--- config.mk ---
export PLATFORM = sky130hd
export DESIGN_NAME = vga_capture_flat
export DESIGN_NICKNAME = d
export VERILOG_FILES = /design/src/rtl/vga_capture_if.sv /design/src/rtl/vga_capture.sv /design/src/flat_wrapper.sv
export SDC_FILE = /design/constraint.sdc
export NUM_CORES = 1
export LEC_CHECK = 0
export ABC_AREA = 1
export BUFFER_PORTS_ARGS = -buffer_cell sky130_fd_sc_hd__buf_2
export CAP_MARGIN = 20
export CORE_ASPECT_RATIO = 0.5
export CORE_MARGIN = 3
export CORE_UTILIZATION = 40
export DETAILED_ROUTE_END_ITERATION = 10
export MAX_ROUTING_LAYER = met4
export PLACE_DENSITY = 0.6
export SKIP_CTS_REPAIR_TIMING = 1
export SLEW_MARGIN = 5
export SYNTH_ARGS = -nofsm -noshare
export SYNTH_HDL_FRONTEND = slang
export SYNTH_SLANG_ARGS = --single-unit
--- constraint.sdc ---
create_clock -name VGA_CLK_IN -period 2.64 [get_ports VGA_CLK_IN]
set_clock_uncertainty 0.2 [all_clocks]
set_input_delay 0.132 -clock VGA_CLK_IN [delete_from_list [all_inputs] [get_ports VGA_CLK_IN]]
set_output_delay 0.132 -clock VGA_CLK_IN [all_outputs]
set_load 0.01 [all_outputs]
--- src/rtl/vga_capture_if.sv ---
// Frame buffer write port of the VGA capture block.
interface vga_capture_if;
  logic        wr_en;
  logic [16:0] wr_addr;
  logic [23:0] wr_data;
  logic        frame_done;

  modport master (output wr_en, wr_addr, wr_data, frame_done);
  modport slave  (input  wr_en, wr_addr, wr_data, frame_done);
endinterface

--- src/rtl/vga_capture.sv ---
// VGA timing receiver: recovers x/y from hsync/vsync, locks to the nominal
// frame geometry and writes a fixed window of pixels into a frame buffer.
module vga_capture #(
  parameter int unsigned H_TOTAL = 641,
  parameter int unsigned V_TOTAL = 481,
  parameter int unsigned WIN_X0  = 170,
  parameter int unsigned WIN_Y0  = 90,
  parameter int unsigned WIN_W   = 300,
  parameter int unsigned WIN_H   = 300
) (
  input  logic         VGA_CLK_IN,
  input  logic         i_rst_n,
  input  logic         i_hsync,
  input  logic         i_vsync,
  input  logic [7:0]   i_red,
  input  logic [7:0]   i_green,
  input  logic [7:0]   i_blue,
  output logic [9:0]   o_x,
  output logic [9:0]   o_y,
  output logic         o_locked,
  output logic         o_err,
  vga_capture_if.master fb
);

  localparam logic [9:0]  H_LAST    = 10'(H_TOTAL - 1);
  localparam logic [9:0]  V_LAST    = 10'(V_TOTAL - 1);
  localparam logic [9:0]  H_TOT     = 10'(H_TOTAL);
  localparam logic [9:0]  V_TOT     = 10'(V_TOTAL);
  localparam logic [9:0]  X_LO      = 10'(WIN_X0);
  localparam logic [9:0]  X_HI      = 10'(WIN_X0 + WIN_W);
  localparam logic [9:0]  Y_LO      = 10'(WIN_Y0);
  localparam logic [9:0]  Y_HI      = 10'(WIN_Y0 + WIN_H);
  localparam logic [16:0] ADDR_LAST = 17'(WIN_W * WIN_H - 1);

  typedef enum logic [1:0] {SEARCH, ACQUIRE, LOCKED} state_t;

  state_t      state_q, state_d;
  logic        hs1_q, vs1_q, hs1_prev_q, vs_ls_q;
  logic [23:0] rgb1_q;
  logic [9:0]  x_q, x_d, y_q, y_d;
  logic [16:0] addr_q, addr_d;
  logic        ls, fs, line_bad, frame_bad, hs_miss, vs_miss, cap, err_d;
  logic [9:0]  x_out_q, y_out_q;
  logic        wr_en_q, done_q, err_q;
  logic [16:0] wr_addr_q;
  logic [23:0] wr_data_q;

  // Input stage: sample sync and colour from the pins.
  always_ff @(posedge VGA_CLK_IN or negedge i_rst_n) begin
    if (!i_rst_n) begin
      hs1_q      <= 1'b0;
      vs1_q      <= 1'b0;
      hs1_prev_q <= 1'b0;
      rgb1_q     <= '0;
    end else begin
      hs1_q      <= i_hsync;
      vs1_q      <= i_vsync;
      hs1_prev_q <= hs1_q;
      rgb1_q     <= {i_red, i_green, i_blue};
    end
  end

  assign ls = hs1_q & ~hs1_prev_q;
  assign fs = ls & vs1_q & ~vs_ls_q;

  // Coordinates of the pixel currently in stage 1 (x_q/y_q hold the previous one).
  always_comb begin
    x_d = (x_q == '1) ? x_q : x_q + 10'd1;
    if (ls) x_d = '0;
    y_d = y_q;
    if (ls) begin
      if (fs)              y_d = '0;
      else if (y_q != '1)  y_d = y_q + 10'd1;
    end
  end

  // Coordinate counters and vsync level remembered at each line start.
  always_ff @(posedge VGA_CLK_IN or negedge i_rst_n) begin
    if (!i_rst_n) begin
      x_q     <= '0;
      y_q     <= '0;
      vs_ls_q <= 1'b0;
    end else begin
      x_q <= x_d;
      y_q <= y_d;
      if (ls) vs_ls_q <= vs1_q;
    end
  end

  assign line_bad  = ls && (x_q != H_LAST);
  assign frame_bad = fs && (y_q != V_LAST);
  assign hs_miss   = !ls && (x_d == H_TOT);
  assign vs_miss   = ls && !fs && (y_d == V_TOT);

  // Lock FSM: a violation on an fs cycle takes priority over locking.
  always_comb begin
    state_d = state_q;
    err_d   = 1'b0;
    unique case (state_q)
      SEARCH: if (fs) state_d = ACQUIRE;
      ACQUIRE: begin
        if (line_bad || frame_bad) begin
          state_d = SEARCH;
          err_d   = 1'b1;
        end else if (fs) begin
          state_d = LOCKED;
        end
      end
      LOCKED: begin
        if (line_bad || frame_bad || hs_miss || vs_miss) begin
          state_d = SEARCH;
          err_d   = 1'b1;
        end
      end
      default: state_d = SEARCH;
    endcase
  end

  // FSM state register.
  always_ff @(posedge VGA_CLK_IN or negedge i_rst_n) begin
    if (!i_rst_n) state_q <= SEARCH;
    else          state_q <= state_d;
  end

  assign cap = (state_q == LOCKED) && (x_d >= X_LO) && (x_d < X_HI)
               && (y_d >= Y_LO) && (y_d < Y_HI);

  // Row-major write address: cleared at frame start, saturates at the last cell.
  always_comb begin
    addr_d = addr_q;
    if (fs)                              addr_d = '0;
    else if (cap && addr_q != ADDR_LAST) addr_d = addr_q + 17'd1;
  end

  // Output stage: everything aligned two clocks after the pins.
  always_ff @(posedge VGA_CLK_IN or negedge i_rst_n) begin
    if (!i_rst_n) begin
      addr_q    <= '0;
      x_out_q   <= '0;
      y_out_q   <= '0;
      wr_en_q   <= 1'b0;
      wr_addr_q <= '0;
      wr_data_q <= '0;
      done_q    <= 1'b0;
      err_q     <= 1'b0;
    end else begin
      addr_q    <= addr_d;
      x_out_q   <= x_d;
      y_out_q   <= y_d;
      wr_en_q   <= cap;
      wr_addr_q <= addr_q;
      wr_data_q <= rgb1_q;
      done_q    <= cap && (addr_q == ADDR_LAST);
      err_q     <= err_d;
    end
  end

  assign o_x           = x_out_q;
  assign o_y           = y_out_q;
  assign o_locked      = (state_q == LOCKED);
  assign o_err         = err_q;
  assign fb.wr_en      = wr_en_q;
  assign fb.wr_addr    = wr_addr_q;
  assign fb.wr_data    = wr_data_q;
  assign fb.frame_done = done_q;

endmodule

--- src/flat_wrapper.sv ---
// flat-port wrapper written by rule: the top's interface ports become plain ports
module vga_capture_flat 
#(
  parameter int unsigned H_TOTAL = 641,
  parameter int unsigned V_TOTAL = 481,
  parameter int unsigned WIN_X0  = 170,
  parameter int unsigned WIN_Y0  = 90,
  parameter int unsigned WIN_W   = 300,
  parameter int unsigned WIN_H   = 300
)
  (VGA_CLK_IN, i_rst_n, i_hsync, i_vsync, i_red, i_green, i_blue, o_x, o_y, o_locked, o_err, fb_wr_en, fb_wr_addr, fb_wr_data, fb_frame_done);
  vga_capture_if fb_i ();
  input  logic VGA_CLK_IN;
  input  logic i_rst_n;
  input  logic i_hsync;
  input  logic i_vsync;
  input  logic [7:0] i_red;
  input  logic [7:0] i_green;
  input  logic [7:0] i_blue;
  output logic [9:0] o_x;
  output logic [9:0] o_y;
  output logic o_locked;
  output logic o_err;
  output wire logic [$bits(fb_i.wr_en)-1:0] fb_wr_en;
  output wire logic [$bits(fb_i.wr_addr)-1:0] fb_wr_addr;
  output wire logic [$bits(fb_i.wr_data)-1:0] fb_wr_data;
  output wire logic [$bits(fb_i.frame_done)-1:0] fb_frame_done;
  assign fb_wr_en = fb_i.wr_en;
  assign fb_wr_addr = fb_i.wr_addr;
  assign fb_wr_data = fb_i.wr_data;
  assign fb_frame_done = fb_i.frame_done;
  vga_capture #(.H_TOTAL(H_TOTAL), .V_TOTAL(V_TOTAL), .WIN_X0(WIN_X0), .WIN_Y0(WIN_Y0), .WIN_W(WIN_W), .WIN_H(WIN_H)) u_core (.VGA_CLK_IN(VGA_CLK_IN), .i_rst_n(i_rst_n), .i_hsync(i_hsync), .i_vsync(i_vsync), .i_red(i_red), .i_green(i_green), .i_blue(i_blue), .o_x(o_x), .o_y(o_y), .o_locked(o_locked), .o_err(o_err), .fb(fb_i));
endmodule
# Word-level counts from Yosys, hierarchy flattened
# Cells that the tools add are included.
# word_totals
word_cells	73
in_bits	28
register_bits	111
# op_classes
n_lt_le_gt_ge	4
eq_ne	13
n_mux	15
n_reduce_logical	19
addsub	3
bitwise_logic	5
# op_table
cell	count
$mux 10	5
$mux 17	2
$add 10x1->10 const B	2
$eq 10x10->1 const B	2
$lt 10x9->1 const B	2
$ne 10x10->1 const B	2
$add 17x1->17 const B	1
$eq 17x17->1 const B	1
$ne 17x17->1 const B	1
$logic_and 1x1->1	11
$eq 10x9->1 const B	1
$ge 10x7->1 const B	1
$ge 10x8->1 const B	1
$ne 10x9->1 const B	1
$mux 2	4
$pmux 2 s3	1
$ne 2x1->1 const B	2
$and 1x1->1	3
$logic_or 1x1->1	3
$ne 3x1->1 const B	1
$reduce_and 3->1	1
$eq 2x1->1 const B	1
$eq 2x2->1 const B	1
$logic_not 1->1	2
5 further kinds	7

# Logic depth before layout (Yosys ltp)
# depth
word_depth	12
ltp_mapped	18
depth_no_buf	17

# Least setup slack after synthesis
# OpenSTA, ideal clock, no wires.
# synth_timing
path_type	register to register
start	register u_core.x_q[1]
end	register u_core.addr_q[10]
path_buffers	1
path_slack_ps	326
arrival_ps	1997
synth_period_minus_slack_ps	2314
path_stages_with_launch	15
setup_ps	117
path_cell_list	dfrtp_1 -> ha_1 -> nand3_2 -> nor2_4 -> xor2_1 -> nand2_1 -> nor2_2 -> nand3_1 -> nand2_1 -> nand2_2 -> nor2_4 -> nand3_4 -> buf_6 -> nand3_1 -> nand2_1
# synth_between
elab_chain_cells	10
word_cells_on_any_way	12
cone_classes	add/sub (1); order compare (2); eq/ne (1); mux (2); reduce/logical (6)
# synth_rtl
item	line	source
start: declaration	vga_capture.sv:40	logic [9:0] x_q, x_d, y_q, y_d;
start signal: assignment	vga_capture.sv:80	x_q <= '0;
start signal: assignment	vga_capture.sv:84	x_q <= x_d;
$add 10x1->10 / $eq 10x10->1 (equally long branches)	vga_capture.sv:68	x_d = (x_q == '1) ? x_q : x_q + 10'd1;
$mux 10 *	vga_capture.sv:68	
$mux 10 *	vga_capture.sv:69	if (ls) x_d = '0;
$ge 10x8->1	vga_capture.sv:125	assign cap = (state_q == LOCKED) && (x_d >= X_LO) && (x_d < X_HI)
$logic_and 1x1->1	vga_capture.sv:125	
$logic_and 1x1->1 *	vga_capture.sv:125	
$logic_and 1x1->1 * (2 in series)	vga_capture.sv:126	&& (y_d >= Y_LO) && (y_d < Y_HI);
$logic_and 1x1->1 *	vga_capture.sv:132	else if (cap && addr_q != ADDR_LAST) addr_d = addr_q + 17'd1;
$reduce_bool 2->1 (no source line) *	-	
end signal: assignment	vga_capture.sv:147	addr_q <= addr_d;
end: declaration	vga_capture.sv:41	logic [16:0] addr_q, addr_d;
# Every way passes the cells marked *; elsewhere a longest branch is shown, timed or not.
# A chain may end at the register's enable or synchronous reset.

# Final worst setup path
# layout_timing
start	register u_core.x_q[1]
end	register u_core.addr_q[2]
# The elaborated chain is that of the path after synthesis.

==> results.md <==
- Cell count after synthesis: 499
- Synth area leaders: dfrtp_1 (58%), nand2_1 (8.9%), nand3_1 (6.1%)
- Met3 wire length: just under 500 um
- WL met1: 4.92 mm
- EDFF count, synth: 0
- Initial Utilization: 42.2%
- CP Capture Type: flop
- Top routing layer used: met4
- Max Root-Sink Buffers: 2
- Final Power: 3.92 mW
- Max Fclk: 0.407 GHz
- Root Driver: clkbuf_16
- DR vias/cell: between 4 and 5
- Max Cap Violations: 0
- Wirelength per Cell: 13.0 um
- Buf+Inv Stages, Crit Path: 1
- Status: complete, no violations
- Final worst-path cycle share: between 90% and 100%
- Insertion delay to the later sink of the worst-skew pair: 0.35 ns
- Area growth syn-to-layout: 29.5%
- Drt first pass iters: 4
- First-pass GRT wire length: 17.1 mm
- Register area share after synthesis: between 50% and 60%
- Core Rows: 27
- Crit path cell chain: ha_4, nand3_2, nor2_4, nand2_2, nand2_1, nand3_2, a21oi_2, nand3_1, nand2_1, nand2_2, nor2_4, nand3_4, buf_4, nand3_1, nand2_1
- Fin. Hold Viols: 0
- Layout Cells excl Fill: 808
- I/O pins: 93
- Nets: between 600 and 700
- Clock transition at the registers of the reported paths: 0.08 ns
- Yosys warns: 0
- Critical path launch point type: flop
- Number of global-route vias before repair: 3511
- Share of cells above drive strength 1: 28.5%
- Cells after DPL: 759
- Critical path's slowest cell: dfrtp_1
- Delay-heaviest family, CP: simple AND/OR/NAND/NOR gates
- Die Ht: 83.1 um
- Antenna Nets Post-Route: 0
- Final WS setup: 0.182 ns
- Final setup fails: 0
- Routed vias: about 3700
- Maximum vdd ir drop: 0.327 mV
- Worst Tran Pin Value: a little under 0.7 ns
- P_leak: around 3.2 nW
- Initial antenna violation count: 0
- Drt total wl: between 10 and 15 mm
- Slowest Stage Delay on Critical Path: 0.42 ns
- Total die area: 13300 sq um
- # clock sinks: 111
- Port-buffer cells: 92
- Worst EP required: between 2 and 3 ns
- Synth area leader: dfrtp_1
- CTS buffer count: 9
- Worst relative slew slack: approximately 55%
- Cell area power density: 637 nW/um^2
- Setup WS pre-CTS: 0.163 ns
- Residual DRC: 0
- CTS H-Tree Depth: 3
- GRT Util Overall: 16.5%
- Placer Congestion: 0.862
- Yosys top cell area share: 58.4%
- Distinct cells, synth: 37
- Grt total ovfl: 0
- Met2 wire len: 5.07 mm
- Core area: 11300 sq um
- Synth async-reset ratio: 100%
- Crit path arrival time: 2.50 ns
- ANT cells: 0
- Die X: approximately 160 um
- Mapped Nets: 535
- Most used cell, CP: nand2_1
- Netlist Area Pre-Place: 4760 sq um
- Most numerous cell in the Yosys netlist: nand2_1
- CP Class: flop to flop
- Hpwl dp: roughly 7.5 mm
- Number of synthesized register bits: approximately 110
- Worst reg2reg path depth: 15
- Hold path depth: 0
- CP Depth: 15
- First DRT Iteration DRCs: 257
- Hold Path Class: flop to flop
- CTS tree: built
- Ys flop type: dfrtp_1
- Commonest cells post-synth: nand2_1 (113), dfrtp_1 (111), inv_1 (60)
- Min Clock Period, post-route: 2.46 ns
- Filler cell count: about 1100
- Max-slew violations: 0
- Worst Path Max Fanout: 7
- Syn_area_per_cell: 9.54 sq um
- Largest net degree at the start of global routing: 55
## final timing paths
path	end	slack [ns]	startpoint
min in group asynchronous	u_core.fb.wr_data[23]$_DFF_PN0_	0.17	i_rst_n
setup reg to reg	u_core.addr_q[2]$_DFFE_PN0P_	0.18	u_core.x_q[1]$_DFF_PN0_
hold reg to reg	u_core.fb.wr_data[1]$_DFF_PN0_	0.15	u_core.rgb1_q[1]$_DFF_PN0_
max in group asynchronous	u_core.fb.wr_addr[10]$_DFF_PN0_	1.41	i_rst_n
setup / recovery	u_core.addr_q[2]$_DFFE_PN0P_	0.18	u_core.x_q[1]$_DFF_PN0_
hold / removal	u_core.fb.wr_data[1]$_DFF_PN0_	0.15	u_core.rgb1_q[1]$_DFF_PN0_
## final cells by class
cell class | instances | area, sq um | share of cell area [%]
flip-flops and latches | 111 | 2780 | 45.1
multi-input cells | 318 | 1750 | 28.5
repair buffers | 141 | 911 | 14.8
inverters | 63 | 240 | 3.90
clock buffers | 10 | 229 | 3.72
well taps | 159 | 199 | 3.23
clock inverters | 6 | 51.3 | 0.832
## cells by family (layout without fill, tap and decap cells)
family                     count (synthesis)  after routing  synth area share [%]
adders and majority gates                  8              8                  2.10
AOI/OAI and AO/OA                         26             26                  3.37
buffers and inverters                     70            220                  6.15
and+or+nand+nor                          272            272                  27.8
xor gates and xnor gates                  12             12                  2.21
DFF                                      111            111                  58.4
## per-stage QoR
step | area [sq um] | setup TNS [ns] | hold slack [ns] | utilization, %
after detailed placement | 5500 | 0 | 0.0213 | 48.7
after floorplan | 4760 | 0 | -0.364 | -
after CTS | 5780 | 0 | -0.359 | 51.2
after global routing | 6160 | -0.00455 | 0.156 | 54.6
after global placement | 5500 | 0 | 0.0196 | 48.7
final | 6160 | 0 | 0.149 | 54.6
## cells in the final DEF, fill, tap and decap left out, types with 10 or more instances in the layout
cell / netlist / layout
buf_2: 2 / 91
dlygate4sd3_1: 0 / 27
buf_4: 1 / 22
nor2_1: 42 / 41
dfrtp_1: 111 / 111
inv_1: 60 / 57
nand2_1: 113 / 111
o21ai_0: 14 / 14
xor2_1: 10 / 10
nand3_1: 58 / 54
nand2_2: 17 / 19
## state kept, by name (all words and copies together) (netlist names), 2 cells and up
| name | cells |
|---|---|
| u_core.addr_q | 17 |
| u_core.fb.wr_addr | 17 |
| u_core.fb.wr_data | 24 |
| u_core.y_q | 10 |
| u_core.x_q | 10 |
| u_core.state_q | 2 |
| u_core.rgb1_q | 24 |
## power breakdown
group	total, mW	internal [mW]	leakage [nW]	switching [mW]
registers	1.91	1.81	1.41	0.0974
clock network	1.29	0.658	0.140	0.629
logic	0.727	0.293	1.64	0.435
total	3.92	2.76	3.20	1.16
## routing by layer
metal	up-vias	GRT usage [%]
met2	64	26.0
li1	1874	-
met1	1798	21.2
met5	-	-
met3	5	4.43
met4	0	4.25
## worst reg2reg max path, stage by stage, from the launching register on
cell     delay (ns)
dfrtp_1        0.42
ha_4           0.18
nand3_2        0.12
nor2_4         0.18
nand2_2        0.11
nand2_1        0.10
nand3_2        0.11
a21oi_2        0.13
nand3_1        0.07
nand2_1        0.07
nand2_2        0.08
nor2_4         0.14
nand3_4        0.13
buf_4          0.20
nand3_1        0.07
nand2_1        0.05
Note: power is estimated with default switching activity, not from simulation.
